`config.mk`:
```
export PLATFORM = sky130hd
export DESIGN_NAME = ram_loader_flat
export DESIGN_NICKNAME = d
export VERILOG_FILES = /design/src/rtl/ram_loader_if.sv /design/src/rtl/ram_loader.sv /design/src/flat_wrapper.sv
export SDC_FILE = /design/constraint.sdc
export NUM_CORES = 1
export LEC_CHECK = 0
export ABC_CLOCK_PERIOD_IN_PS = 5200
export BUFFER_PORTS_ARGS = -buffer_cell sky130_fd_sc_hd__clkbuf_2
export CAP_MARGIN = 10
export CORE_MARGIN = 2
export CORE_UTILIZATION = 41
export DETAILED_ROUTE_END_ITERATION = 12
export GPL_TIMING_DRIVEN = 1
export PLACE_DENSITY_LB_ADDON = 0.25
export SYNTH_ARGS = -nofsm -noshare
export SYNTH_HDL_FRONTEND = slang
export SYNTH_SLANG_ARGS = --single-unit
```
`constraint.sdc`:
```
create_clock -name clk -period 5.2 [get_ports clk]
set_input_delay 1.04 -clock clk [delete_from_list [all_inputs] [get_ports clk]]
set_output_delay 1.04 -clock clk [all_outputs]
set_load 0.01 [all_outputs]
```
`src/rtl/ram_loader_if.sv`:
```
`default_nettype none
// ============================================================================
//  Module   : ram_loader_pkg / ram_loader_if
//  Purpose  : Shared memory-op / access-width types and the bundled bus
//             between the byte-stream source, the rv32i core port and the
//             RAM port of ram_loader.
//  Contents : byte stream  : byte_valid, byte_data, byte_last, byte_ready
//             core side    : cpu_addr, cpu_wdata, cpu_mem_op, cpu_ram_mask,
//                            cpu_rdata
//             RAM side     : ram_addr, ram_wdata, ram_mem_op, ram_ram_mask,
//                            ram_rdata
//  Modports : slave  - the loader (drives byte_ready, cpu_rdata, ram_*)
//             master - the surrounding system (drives everything else)
//  Revision : 1.0 - initial release
// ============================================================================
package ram_loader_pkg;
    typedef enum logic [1:0] {
        MEM_NOP   = 2'd0,
        MEM_LOAD  = 2'd1,
        MEM_STORE = 2'd2
    } mem_op_e;

    typedef enum logic [1:0] {
        RAM_MASK_B = 2'd0,
        RAM_MASK_H = 2'd1,
        RAM_MASK_W = 2'd2
    } ram_mask_e;
endpackage

interface ram_loader_if;
    import ram_loader_pkg::*;

    logic        byte_valid;
    logic [7:0]  byte_data;
    logic        byte_last;
    logic        byte_ready;

    logic [31:0] cpu_addr;
    logic [31:0] cpu_wdata;
    mem_op_e     cpu_mem_op;
    ram_mask_e   cpu_ram_mask;
    logic [31:0] cpu_rdata;

    logic [31:0] ram_addr;
    logic [31:0] ram_wdata;
    mem_op_e     ram_mem_op;
    ram_mask_e   ram_ram_mask;
    logic [31:0] ram_rdata;

    modport slave (
        input  byte_valid, byte_data, byte_last,
        output byte_ready,
        input  cpu_addr, cpu_wdata, cpu_mem_op, cpu_ram_mask,
        output cpu_rdata,
        output ram_addr, ram_wdata, ram_mem_op, ram_ram_mask,
        input  ram_rdata
    );

    modport master (
        output byte_valid, byte_data, byte_last,
        input  byte_ready,
        output cpu_addr, cpu_wdata, cpu_mem_op, cpu_ram_mask,
        input  cpu_rdata,
        input  ram_addr, ram_wdata, ram_mem_op, ram_ram_mask,
        output ram_rdata
    );
endinterface
`default_nettype wire

```
`src/rtl/ram_loader.sv`:
```
`default_nettype none
// ============================================================================
//  Module   : ram_loader
//  Purpose  : Boot-time program loader in front of the instruction/data RAM.
//             Packs a byte stream into little-endian 32-bit words, stores
//             them to RAM while holding the core in reset, then hands the
//             RAM port to the core as a combinational pass-through.
//  Ports    : clk, rst_n (async, active-low)
//             start      - 1-cycle pulse, begins a new load (IDLE/RUN only)
//             bus        - ram_loader_if.slave (byte stream, core, RAM)
//             cpu_rst_n  - registered core reset, low while loading
//             busy       - load in progress
//             done       - sticky, last load completed
//             load_bytes - bytes accepted in current/last load (wraps)
//             checksum   - only with LOADER_CHECKSUM_EN: mod-2^32 byte sum
//  Config   : `define LOADER_CHECKSUM_EN adds the checksum port and adder.
//  Revision : 1.0 - initial release
// ============================================================================
module ram_loader
    import ram_loader_pkg::*;
#(
    parameter int          ADDR_LENGTH = 21,
    parameter logic [31:0] BASE_ADDR   = 32'h0
) (
    input  logic                   clk,
    input  logic                   rst_n,
    input  logic                   start,
    ram_loader_if.slave            bus,
    output logic                   cpu_rst_n,
    output logic                   busy,
    output logic                   done,
    output logic [ADDR_LENGTH-1:0] load_bytes
`ifdef LOADER_CHECKSUM_EN
    ,
    output logic [31:0]            checksum
`endif
);

    localparam logic [31:0] c_ADDR_MASK = (ADDR_LENGTH >= 32) ? 32'hFFFF_FFFF
                                        : ((32'd1 << ADDR_LENGTH) - 32'd1);

    typedef enum logic [1:0] {
        S_IDLE    = 2'd0,
        S_COLLECT = 2'd1,
        S_WRITE   = 2'd2,
        S_RUN     = 2'd3
    } state_e;

    state_e                 r_state;
    state_e                 w_state_next;
    logic [ADDR_LENGTH-1:0] r_word_ptr;
    logic [1:0]             r_lane;
    logic [31:0]            r_pack;
    logic [ADDR_LENGTH-1:0] r_load_bytes;
    logic                   r_last_seen;
    logic                   r_done;
    logic                   r_cpu_rst_n;
`ifdef LOADER_CHECKSUM_EN
    logic [31:0]            r_checksum;
`endif

    logic                   w_accept;
    logic                   w_enter_collect;
    logic [31:0]            w_write_addr;

    assign w_accept        = (r_state == S_COLLECT) && bus.byte_valid;
    assign w_enter_collect = start && ((r_state == S_IDLE) || (r_state == S_RUN));
    // Word pointer is already modulo 2^ADDR_LENGTH; the mask folds in the base.
    assign w_write_addr    = (BASE_ADDR + (32'(r_word_ptr) << 2)) & c_ADDR_MASK;

    always_ff @(posedge clk or negedge rst_n) begin
        if (!rst_n) begin
            r_state <= S_IDLE;
        end else begin
            r_state <= w_state_next;
        end
    end

    always_comb begin
        w_state_next = r_state;
        case (r_state)
            S_IDLE:    if (start) w_state_next = S_COLLECT;
            S_COLLECT: if (w_accept && ((r_lane == 2'd3) || bus.byte_last))
                           w_state_next = S_WRITE;
            S_WRITE:   w_state_next = r_last_seen ? S_RUN : S_COLLECT;
            S_RUN:     if (start) w_state_next = S_COLLECT;
            default:   w_state_next = S_IDLE;
        endcase
    end

    always_ff @(posedge clk or negedge rst_n) begin
        if (!rst_n) begin
            r_word_ptr   <= '0;
            r_lane       <= 2'd0;
            r_pack       <= 32'd0;
            r_load_bytes <= '0;
            r_last_seen  <= 1'b0;
            r_done       <= 1'b0;
            r_cpu_rst_n  <= 1'b0;
`ifdef LOADER_CHECKSUM_EN
            r_checksum   <= 32'd0;
`endif
        end else if (w_enter_collect) begin
            r_word_ptr   <= '0;
            r_lane       <= 2'd0;
            r_pack       <= 32'd0;
            r_load_bytes <= '0;
            r_last_seen  <= 1'b0;
            r_done       <= 1'b0;
            r_cpu_rst_n  <= 1'b0;
`ifdef LOADER_CHECKSUM_EN
            r_checksum   <= 32'd0;
`endif
        end else if (w_accept) begin
            r_pack[{r_lane, 3'b000} +: 8] <= bus.byte_data;
            r_lane       <= r_lane + 2'd1;
            r_load_bytes <= r_load_bytes + ADDR_LENGTH'(1);
            if (bus.byte_last) begin
                r_last_seen <= 1'b1;
            end
`ifdef LOADER_CHECKSUM_EN
            r_checksum   <= r_checksum + {24'd0, bus.byte_data};
`endif
        end else if (r_state == S_WRITE) begin
            // Pack is cleared after each store so a short final word
            // carries zeros in its unfilled upper lanes.
            r_word_ptr <= r_word_ptr + ADDR_LENGTH'(1);
            r_lane     <= 2'd0;
            r_pack     <= 32'd0;
            if (r_last_seen) begin
                r_done      <= 1'b1;
                r_cpu_rst_n <= 1'b1;
            end
        end
    end

    always_comb begin
        bus.byte_ready   = 1'b0;
        bus.ram_addr     = 32'd0;
        bus.ram_wdata    = 32'd0;
        bus.ram_mem_op   = MEM_LOAD;
        bus.ram_ram_mask = RAM_MASK_W;
        case (r_state)
            S_COLLECT: bus.byte_ready = 1'b1;
            S_WRITE: begin
                bus.ram_addr   = w_write_addr;
                bus.ram_wdata  = r_pack;
                bus.ram_mem_op = MEM_STORE;
            end
            S_RUN: begin
                bus.ram_addr     = bus.cpu_addr;
                bus.ram_wdata    = bus.cpu_wdata;
                bus.ram_mem_op   = bus.cpu_mem_op;
                bus.ram_ram_mask = bus.cpu_ram_mask;
            end
            default: ;
        endcase
    end

    assign bus.cpu_rdata = bus.ram_rdata;
    assign busy          = (r_state == S_COLLECT) || (r_state == S_WRITE);
    assign done          = r_done;
    assign cpu_rst_n     = r_cpu_rst_n;
    assign load_bytes    = r_load_bytes;
`ifdef LOADER_CHECKSUM_EN
    assign checksum      = r_checksum;
`endif

endmodule
`default_nettype wire

```
`src/flat_wrapper.sv`:
```
// flat-port wrapper written by rule: the top's interface ports become plain ports
module ram_loader_flat import ram_loader_pkg::*;
#(
    parameter int          ADDR_LENGTH = 21,
    parameter logic [31:0] BASE_ADDR   = 32'h0
)
  (clk, rst_n, start, cpu_rst_n, busy, done, load_bytes, bus_byte_valid, bus_byte_data, bus_byte_last, bus_byte_ready, bus_cpu_addr, bus_cpu_wdata, bus_cpu_mem_op, bus_cpu_ram_mask, bus_cpu_rdata, bus_ram_addr, bus_ram_wdata, bus_ram_mem_op, bus_ram_ram_mask, bus_ram_rdata);
  ram_loader_if bus_i ();
  input  logic clk;
  input  logic rst_n;
  input  logic start;
  output logic cpu_rst_n;
  output logic busy;
  output logic done;
  output logic [ADDR_LENGTH-1:0] load_bytes;
  input wire logic [$bits(bus_i.byte_valid)-1:0] bus_byte_valid;
  input wire logic [$bits(bus_i.byte_data)-1:0] bus_byte_data;
  input wire logic [$bits(bus_i.byte_last)-1:0] bus_byte_last;
  output wire logic [$bits(bus_i.byte_ready)-1:0] bus_byte_ready;
  input wire logic [$bits(bus_i.cpu_addr)-1:0] bus_cpu_addr;
  input wire logic [$bits(bus_i.cpu_wdata)-1:0] bus_cpu_wdata;
  input wire logic [$bits(bus_i.cpu_mem_op)-1:0] bus_cpu_mem_op;
  input wire logic [$bits(bus_i.cpu_ram_mask)-1:0] bus_cpu_ram_mask;
  output wire logic [$bits(bus_i.cpu_rdata)-1:0] bus_cpu_rdata;
  output wire logic [$bits(bus_i.ram_addr)-1:0] bus_ram_addr;
  output wire logic [$bits(bus_i.ram_wdata)-1:0] bus_ram_wdata;
  output wire logic [$bits(bus_i.ram_mem_op)-1:0] bus_ram_mem_op;
  output wire logic [$bits(bus_i.ram_ram_mask)-1:0] bus_ram_ram_mask;
  input wire logic [$bits(bus_i.ram_rdata)-1:0] bus_ram_rdata;
  assign bus_i.byte_valid = bus_byte_valid;
  assign bus_i.byte_data = bus_byte_data;
  assign bus_i.byte_last = bus_byte_last;
  assign bus_byte_ready = bus_i.byte_ready;
  assign bus_i.cpu_addr = bus_cpu_addr;
  assign bus_i.cpu_wdata = bus_cpu_wdata;
  assign bus_i.cpu_mem_op = bus_cpu_mem_op;
  assign bus_i.cpu_ram_mask = bus_cpu_ram_mask;
  assign bus_cpu_rdata = bus_i.cpu_rdata;
  assign bus_ram_addr = bus_i.ram_addr;
  assign bus_ram_wdata = bus_i.ram_wdata;
  assign bus_ram_mem_op = bus_i.ram_mem_op;
  assign bus_ram_ram_mask = bus_i.ram_ram_mask;
  assign bus_i.ram_rdata = bus_ram_rdata;
  ram_loader #(.ADDR_LENGTH(ADDR_LENGTH), .BASE_ADDR(BASE_ADDR)) u_core (.clk(clk), .rst_n(rst_n), .start(start), .bus(bus_i), .cpu_rst_n(cpu_rst_n), .busy(busy), .done(done), .load_bytes(load_bytes));
endmodule
```
==> metrics, run 1 <==
status=completed; clk root buf=clkbuf_8; CTS sink count=78; largest net degree at the start of global routing=79; Clock transition at path regs=0.09 ns; register area share after synthesis=43.5%; final worst-path cycle share=63.6%; hold-fix buffers at CTS=0; 1st-pass router iterations=4; Slew HR=21.0%; RSZ-0062 raised after global routing=false; Skew-Pair Late Insertion Delay=0.36 ns; GRT Overall Usage=20.6%; #FFs+latches synth=78; Die ar.=11800 um2; Setup Buffers After CTS=0; worst-path cell chain=inv_1 > ha_2 > a22o_1 > clkbuf_2; IO buf count=173; max-cap violations=0; Layout Nets=705; DRT antenna net count=0; commonest non-fill, non-tap cell in the layout=clkbuf_2; Avg Cell Area, Syn=9.88 um2; RR Startpoint=u_core.r_state[0]$_DFFE_PN0P_; Remaining DRCs=0; post-CTS sizing=0; number of I/O pins=238; Hold Slack=0.512 ns; Core Area=10700 um2; WL final=12.4 mm; DRT iter0 DRCs=289; detailed placer's ending HPWL=8.83 mm; first-pass GRT wire length=18.8 mm; final setup fails=0; most frequent cells in the layout=clkbuf_2 (172), a22o_1 (83), dfrtp_1 (78); crit path DAT=2.27 ns; Setup crit end kind=output port; DP Worst Slack=2.07 ns; delay of the slowest cell on the worst path=0.92 ns; RD Place Congestion=0.825; Crit path required time=4.16 ns; CTS Buf Count=9; post-DR vias/cell=5.51; Final Hold Viols=0; ys flop type=dfrtp_1; hold endpoint=u_core.r_pack[19]$_DFFE_PN0P_; Max VDD drop=0.218 mV; largest cells by area after synthesis=dfrtp_1 (44%), a22o_1 (16%), buf_4 (5.5%); critical-path maximum fanout=59; PnR worst setup slack=1.89 ns; routed vias=4000; synth warn=0; Cell variety after synth=40; initial antenna violation count=0; setup TNS=0 ns; share of cells above drive strength 1=34.5%; Die Width=109 um; clk_skew=0.00935 ns; Slew Limit Fails=0; Fmax=302 MHz; Worst Reg-to-Reg Cells=6; Leak Pwr=2.62 nW; reg-to-reg critical path endpoint=u_core.r_word_ptr[16]$_DFFE_PN0P_; post-synth net total=578; Post-synth EDFFs=0; worst slew pin tran=1.19 ns; synth-to-layout area growth=19.4%; drt wl/cell=17.0 um; worst reg-to-reg setup slack=2.03 ns; asr flop ratio synth=100%; Synth area leader=dfrtp_1; pwr/cell area=425 nW/um2; area share of the largest cell type after synthesis=43.5%; Final Critical Period=3.31 ns; gr ovfl total=0; Min-Delay Path Depth=1; row count=38; Synth Instances=454; CP Launch Type=flop; min-delay worst type=reg -> reg; CTS tree=yes; clk buf depth=2; Die Y-Extent=109 um; critical path class=reg -> out; hold path start=u_core.r_pack[19]$_DFFE_PN0P_; htree depth=3; Initial Util=41.7%; ant diodes=0; vias in the first global route=3580; slowest CP cell=ha_2; Mapped Area=4480 um2
[report_power, final]
| part | switching, W | internal, W | leakage (nW) |
|---|---|---|---|
| clock network | 0.000259 | 0.000184 | 0.0903 |
| logic | 0.000682 | 0.000404 | 1.46 |
| registers | 0.0000717 | 0.000675 | 1.08 |
[layer usage]
| layer | wire length, um | share of wire, % | up-vias | GRT usage, % |
|---|---|---|---|---|
| met5 | 0 | 0 | - | 0 |
| met4 | 252 | 2.0 | 0 | 6.96 |
| met3 | 783 | 6.3 | 31 | 4.10 |
| met2 | 6140 | 50 | 165 | 34.5 |
| met1 | 5200 | 42 | 1894 | 26.5 |
| li1 | - | - | 1910 | - |
[cells by family after synthesis]
logic type | Yosys count | share of synthesized area (%)
compound gates | 143 | 24.2
xor+xnor | 21 | 4.10
fa+ha+maj | 11 | 3.07
buf+inv | 71 | 9.43
flops | 78 | 43.5
simple gates | 130 | 15.7
[stage by stage]
step	utilization (%)	std cells	cell area, um2	total power (W)
floorplan	-	454	4480	0.00149
global placement	48.1	710	5170	0.00183
detailed placement	48.1	710	5170	0.00185
CTS	49.8	726	5350	0.00230
global route	49.8	726	5350	0.00244
finish	49.8	726	5350	0.00228
[synth_stat cells (3+ instances only)]
library cell   n
o31ai_1        7
nor3_1         7
ha_1          11
xnor2_1       16
nor4_1         6
buf_4         33
and2_1        15
buf_6          3
or3_1         12
nand3_1        7
a22o_1        83
nor3_2         3
dfrtp_1       78
a21oi_1       29
inv_1         13
o21ai_0       13
nand4_1       15
nand2_1       24
or4_1          7
clkbuf_1      20
xor2_1         5
nor2_1        25
[flip-flops by register name (all words and copies together), names as in the netlist]
name	cells
u_core.r_lane	2
u_core.done	1
u_core.r_last_seen	1
u_core.r_pack	32
u_core.r_word_ptr	19
u_core.load_bytes	21
u_core.r_state	2
[how the worst max path moves through the flow]
stage / cells after the start / from / to / slack (ns)
finish: 4 / u_core.r_state[0]$_DFFE_PN0P_ / bus_ram_wdata[3] / 1.89
global route: 4 / u_core.r_state[0]$_DFFE_PN0P_ / bus_ram_wdata[23] / 1.73
CTS: 4 / u_core.r_state[0]$_DFFE_PN0P_ / bus_ram_wdata[3] / 1.89
detailed placement: 6 / u_core.r_state[0]$_DFFE_PN0P_ / u_core.r_word_ptr[16]$_DFFE_PN0P_ / 2.07
global placement: 6 / u_core.r_state[0]$_DFFE_PN0P_ / u_core.r_word_ptr[16]$_DFFE_PN0P_ / 2.17
floorplan: 5 / bus_byte_valid / u_core.r_word_ptr[16]$_DFFE_PN0P_ / 2.68
[layout make-up]
| cell class | count | area, um2 |
|---|---|---|
| sequential | 78 | 1950 |
| multi-input combinational | 305 | 2110 |
| timing repair buffer | 174 | 876 |
| clock buffer | 9 | 124 |
| tap | 140 | 175 |
| clock inverter | 7 | 63.8 |
| fill | 1024 | 5390 |
| inverter | 13 | 48.8 |
[worst max-delay path, delay by kind of cell (launching register included)]
kind	cells	cell delay (ns)
compound gates	1	0.33
fa+ha+maj	1	0.92
buf+inv	2	0.23
flops	1	0.42
(Power assumes the default switching activity.)
==> run 2, diff against run 1 <==
--- a/config.mk
+++ b/config.mk
@@ -5,7 +5,7 @@
 export SDC_FILE = /design/constraint.sdc
 export NUM_CORES = 1
 export LEC_CHECK = 0
-export ABC_CLOCK_PERIOD_IN_PS = 5200
+export ABC_CLOCK_PERIOD_IN_PS = 3400
 export BUFFER_PORTS_ARGS = -buffer_cell sky130_fd_sc_hd__clkbuf_2
 export CAP_MARGIN = 10
 export CORE_MARGIN = 2
==> constraint.sdc (replaced) <==
create_clock -name clk -period 3.4 [get_ports clk]
set_input_delay 0.68 -clock clk [delete_from_list [all_inputs] [get_ports clk]]
set_output_delay 0.68 -clock clk [all_outputs]
set_load 0.01 [all_outputs]
==> run 2 against run 1 <==
Against the previous run:
- count of clock-buffer cells in the layout stayed put
- utilization up 0.45 points
- first-iteration DRC count down 12%
- die area unchanged
- critical endpoint is now bus_ram_addr[16]
==> metrics, run 2 (same netlist as run 1, synthesis figures left out) <==
final setup fails=0; row count=38; CTS tree=yes; Slew HR=34.9%; Final Hold Viols=0; GRT Overall Usage=21.0%; worst slew pin tran=0.976 ns; Final Cell Area=5400 um2; Leak Pwr=2.66 nW; Die ar.=11800 um2; RSZ-0062 raised after global routing=false; Core Area=10700 um2; clk root buf=clkbuf_8; detailed placer's ending HPWL=9.10 mm; Sw Share=44.4%; share of cells above drive strength 1=35.1%; synth-to-layout area growth=20.5%; Buf/Inv on CP=2; number of I/O pins=238; delay of the slowest cell on the worst path=0.68 ns; Setup crit end kind=output port; status=completed; DP Worst Slack=0.957 ns; NetSw=0.00156 W; initial antenna violation count=0; final worst-path cycle share=82.1%; DRT antenna net count=0; RD Place Congestion=0.796; CTS Buf Count=9; Clock transition at path regs=0.09 ns; Skew-Pair Late Insertion Delay=0.35 ns; pwr/cell area=651 nW/um2; Final Critical Period=2.79 ns; ant diodes=0; clk_skew=0.00711 ns; vias in the first global route=3734; DRT iter0 DRCs=253; Top delay family on crit path=adder cells; 1st-pass router iterations=4; WL final=12.6 mm; Initial Util=41.7%; crit path DAT=2.11 ns; Reg with most FFs=u_core.r_pack; most frequent cells in the layout=clkbuf_2 (172), a22o_1 (83), dfrtp_1 (78); CTS sink count=78; IO buf count=173; setup TNS=0 ns; largest net degree at the start of global routing=79; critical path class=reg -> out; Fmax=358 MHz; CP Launch Type=flop; routed vias=4022; DP Area=5210 um2; Slew Limit Fails=0; worst-path cell chain=ha_2 > buf_4 > a22o_1 > clkbuf_2; hold-fix buffers at CTS=0; max FFs per register=32; post-CTS sizing=0; PnR worst setup slack=0.610 ns; Util after Layout=50.3%; commonest non-fill, non-tap cell in the layout=clkbuf_2; Max VDD drop=0.267 mV; Comb power frac=48.7%; Setup Buffers After CTS=0; Die Width=109 um; Hold Slack=0.476 ns; gr ovfl total=0; Crit path required time=2.72 ns; clk buf depth=2; first-pass GRT wire length=19.2 mm; critical-path maximum fanout=43; Die Y-Extent=109 um; max-cap violations=0; Sequential Power Share=32.4%; cell internal pwr=0.00196 W; Remaining DRCs=0; htree depth=3; post-DR vias/cell=5.49; power share of the clock group=18.9%; slowest CP cell=ha_2; Layout Nets=711; drt wl/cell=17.3 um; min-delay worst type=in -> async
-- run 2: metal layers --
layer / wire length (um) / vias up / part of all wire, % / GRT usage [%]
li1: - / 1925 / - / -
met1: 5220 / 1941 / 41 / 26.1
met2: 6560 / 132 / 52 / 37.1
met3: 689 / 24 / 5.5 / 3.74
met4: 155 / 0 / 1.2 / 6.04
met5: 0 / - / 0 / 0
-- run 2: cell type report --
| cell class | count | area [um2] |
|---|---|---|
| Multi-Input combinational cell | 305 | 2110 |
| Tap cell | 140 | 175 |
| Clock buffer | 9 | 124 |
| Timing Repair Buffer | 180 | 921 |
| Inverter | 13 | 48.8 |
| Clock inverter | 7 | 67.6 |
| Fill cell | 1017 | 5340 |
| Sequential cell | 78 | 1950 |
-- run 2: worst reg2reg max path, cell delays in order, from the launching register on --
cell      delay [ns]
dfrtp_1         0.43
ha_1            0.35
a21bo_1         0.35
a2111o_1        0.56
or4_1           0.53
a21oi_1         0.16
-- run 2: metrics by stage --
step                power (W)  instances
global placement      0.00284        716
CTS                   0.00355        732
floorplan             0.00228        454
finish                0.00352        732
detailed placement    0.00288        716
global route          0.00378        732
-- run 2: power groups by stage --
stage | combinational (W) | clock, W | sequential (W)
after floorplan | 0.00115 | 0 | 0.00113
after global placement | 0.00169 | 0 | 0.00115
after detailed placement | 0.00172 | 0 | 0.00116
after CTS | 0.00173 | 0.000690 | 0.00114
after global routing | 0.00189 | 0.000736 | 0.00116
final | 0.00171 | 0.000664 | 0.00114
-- run 2: worst paths after layout --
kind,start,to,slack [ns],cells after the start
max in group asynchronous,rst_n,u_core.r_pack[0]$_DFFE_PN0P_,2.29,1
min in group clk,u_core.r_pack[6]$_DFFE_PN0P_,u_core.r_pack[6]$_DFFE_PN0P_,0.52,1
max reg2reg,u_core.r_state[0]$_DFFE_PN0P_,u_core.r_word_ptr[16]$_DFFE_PN0P_,0.96,5
min,rst_n,u_core.load_bytes[9]$_DFFE_PN0P_,0.48,1
max,u_core.r_state[0]$_DFFE_PN0P_,bus_ram_addr[16],0.61,4
min reg2reg,u_core.r_pack[6]$_DFFE_PN0P_,u_core.r_pack[6]$_DFFE_PN0P_,0.52,1
==> run 3, diff against run 2 <==
--- a/config.mk
+++ b/config.mk
@@ -5,7 +5,7 @@
 export SDC_FILE = /design/constraint.sdc
 export NUM_CORES = 1
 export LEC_CHECK = 0
-export ABC_CLOCK_PERIOD_IN_PS = 3400
+export ABC_CLOCK_PERIOD_IN_PS = 2700
 export BUFFER_PORTS_ARGS = -buffer_cell sky130_fd_sc_hd__clkbuf_2
 export CAP_MARGIN = 10
 export CORE_MARGIN = 2
==> constraint.sdc (replaced) <==
create_clock -name clk -period 2.7 [get_ports clk]
set_input_delay 0.54 -clock clk [delete_from_list [all_inputs] [get_ports clk]]
set_output_delay 0.54 -clock clk [all_outputs]
set_load 0.01 [all_outputs]
==> run 3 against run 2 <==
Against the previous run:
- non-clock buffer count increased by 4
- cell area increased by 1.0%
- utilization increased by 0.50 points
- setup slack got worse by 0.44 ns
- highest routed layer unchanged
==> metrics, run 3 (same netlist as run 1, synthesis figures left out) <==
ant diodes=0; grt met2 use=34.5%; CTS sink count=78; hold-fix buffers at CTS=0; Crit path required time=2.16 ns; Layout Nets=715; 1st-pass router iterations=4; synth-to-layout area growth=21.7%; Die Width=109 um; setup TNS=0 ns; Slew HR=56.3%; htree depth=3; gr ovfl total=0; drt wl/cell=16.8 um; row count=38; Total Power=0.00449 W; WL final=12.4 mm; worst slew pin tran=0.650 ns; max FFs per register=32; post-CTS sizing=0; Clock transition at path regs=0.09 ns; GRT met3 Usage=4.16%; delay of the slowest cell on the worst path=0.48 ns; DP Worst Slack=0.318 ns; Setup crit end kind=output port; routing usage on met1=26.3%; critical path class=reg -> out; Die Y-Extent=109 um; fill count=1003; DP Area=5270 um2; RD Place Congestion=0.844; crit path DAT=1.99 ns; PnR worst setup slack=0.168 ns; Final Hold Viols=0; Remaining DRCs=0; max-cap violations=0; DRT antenna net count=0; CTS tree=yes; status=completed; initial antenna violation count=0; final setup fails=0; Final Cell Area=5460 um2; GRT busiest layer=met2; RSZ-0062 raised after global routing=false; Reg with most FFs=u_core.r_pack; number of I/O pins=238; detailed placer's ending HPWL=9.08 mm; most frequent cells in the layout=clkbuf_2 (172), a22o_1 (83), dfrtp_1 (78); critical-path maximum fanout=58; clk_skew=0.0136 ns; pwr/cell area=823 nW/um2; final worst-path cycle share=93.8%; DRT iter0 DRCs=266; vias in the first global route=3697; CTS Buf Count=9; Initial Util=41.7%; Leak Pwr=2.68 nW; post-DR vias/cell=5.50; clk buf depth=2; worst-path cell chain=inv_1 > ha_2 > buf_4 > a22o_1 > clkbuf_2; Die ar.=11800 um2; Core Area=10700 um2; Hold Slack=0.0565 ns; share of cells above drive strength 1=35.6%; CP Launch Type=flop; IO buf count=173; first-pass GRT wire length=18.8 mm; clk root buf=clkbuf_8; slowest CP cell=buf_4; Slew Limit Fails=0; commonest non-fill, non-tap cell in the layout=clkbuf_2; Max VDD drop=0.407 mV; Final Critical Period=2.53 ns; largest net degree at the start of global routing=62; min-delay worst type=in -> async; Setup Buffers After CTS=0; Fmax=395 MHz; GRT Overall Usage=20.6%; routed vias=4048; Skew-Pair Late Insertion Delay=0.36 ns
[run 3: power breakdown]
group / internal [W] / switching, W
logic: 0.000873 / 0.00135
clock network: 0.000353 / 0.000486
registers: 0.00130 / 0.000134
[run 3: worst max-delay path, delay by kind of cell (launching register included)]
kind                     cells  cell delay (ns)
flip-flops                   1             0.42
buffers and inverters        3             0.70
adder cells (fa/ha/maj)      1             0.17
AO/OA/AOI/OAI                1             0.30
[run 3: worst paths after layout]
kind,start,slack [ns],cells past startpoint,to
min reg2reg,u_core.r_pack[27]$_DFFE_PN0P_,0.51,1,u_core.r_pack[27]$_DFFE_PN0P_
max in group asynchronous,rst_n,2.04,2,u_core.r_lane[1]$_DFFE_PN0P_
max,u_core.r_state[0]$_DFFE_PN0P_,0.17,5,bus_ram_addr[9]
min,rst_n,0.06,1,u_core.load_bytes[7]$_DFFE_PN0P_
max reg2reg,u_core.r_state[0]$_DFFE_PN0P_,0.31,5,u_core.r_word_ptr[16]$_DFFE_PN0P_
min in group clk,bus_byte_last,0.45,3,u_core.r_last_seen$_DFFE_PN0P_
[run 3: cell type report]
cell class | count | area, um2 | share of cell area, %
multi-input combinational | 305 | 2110 | 38.8
sequential | 78 | 1950 | 35.8
timing repair buffer | 184 | 976 | 17.9
tap | 140 | 175 | 3.21
clock buffer | 9 | 124 | 2.27
clock inverter | 7 | 66.3 | 1.22
inverter | 13 | 48.8 | 0.894
[run 3: metrics by stage]
stage                     utilization (%)  cells
final                                50.8    736
after global routing                 50.8    736
after CTS                            50.8    736
after detailed placement             49.0    720
after global placement               49.0    720
after floorplan                         -    454
[run 3: routing by layer]
metal,wire (um),part of all wire [%],vias up
met5,0,0,-
li1,-,-,1925
met1,5180,42,1943
met2,6230,50,148
met4,257,2.1,0
met3,710,5.7,32
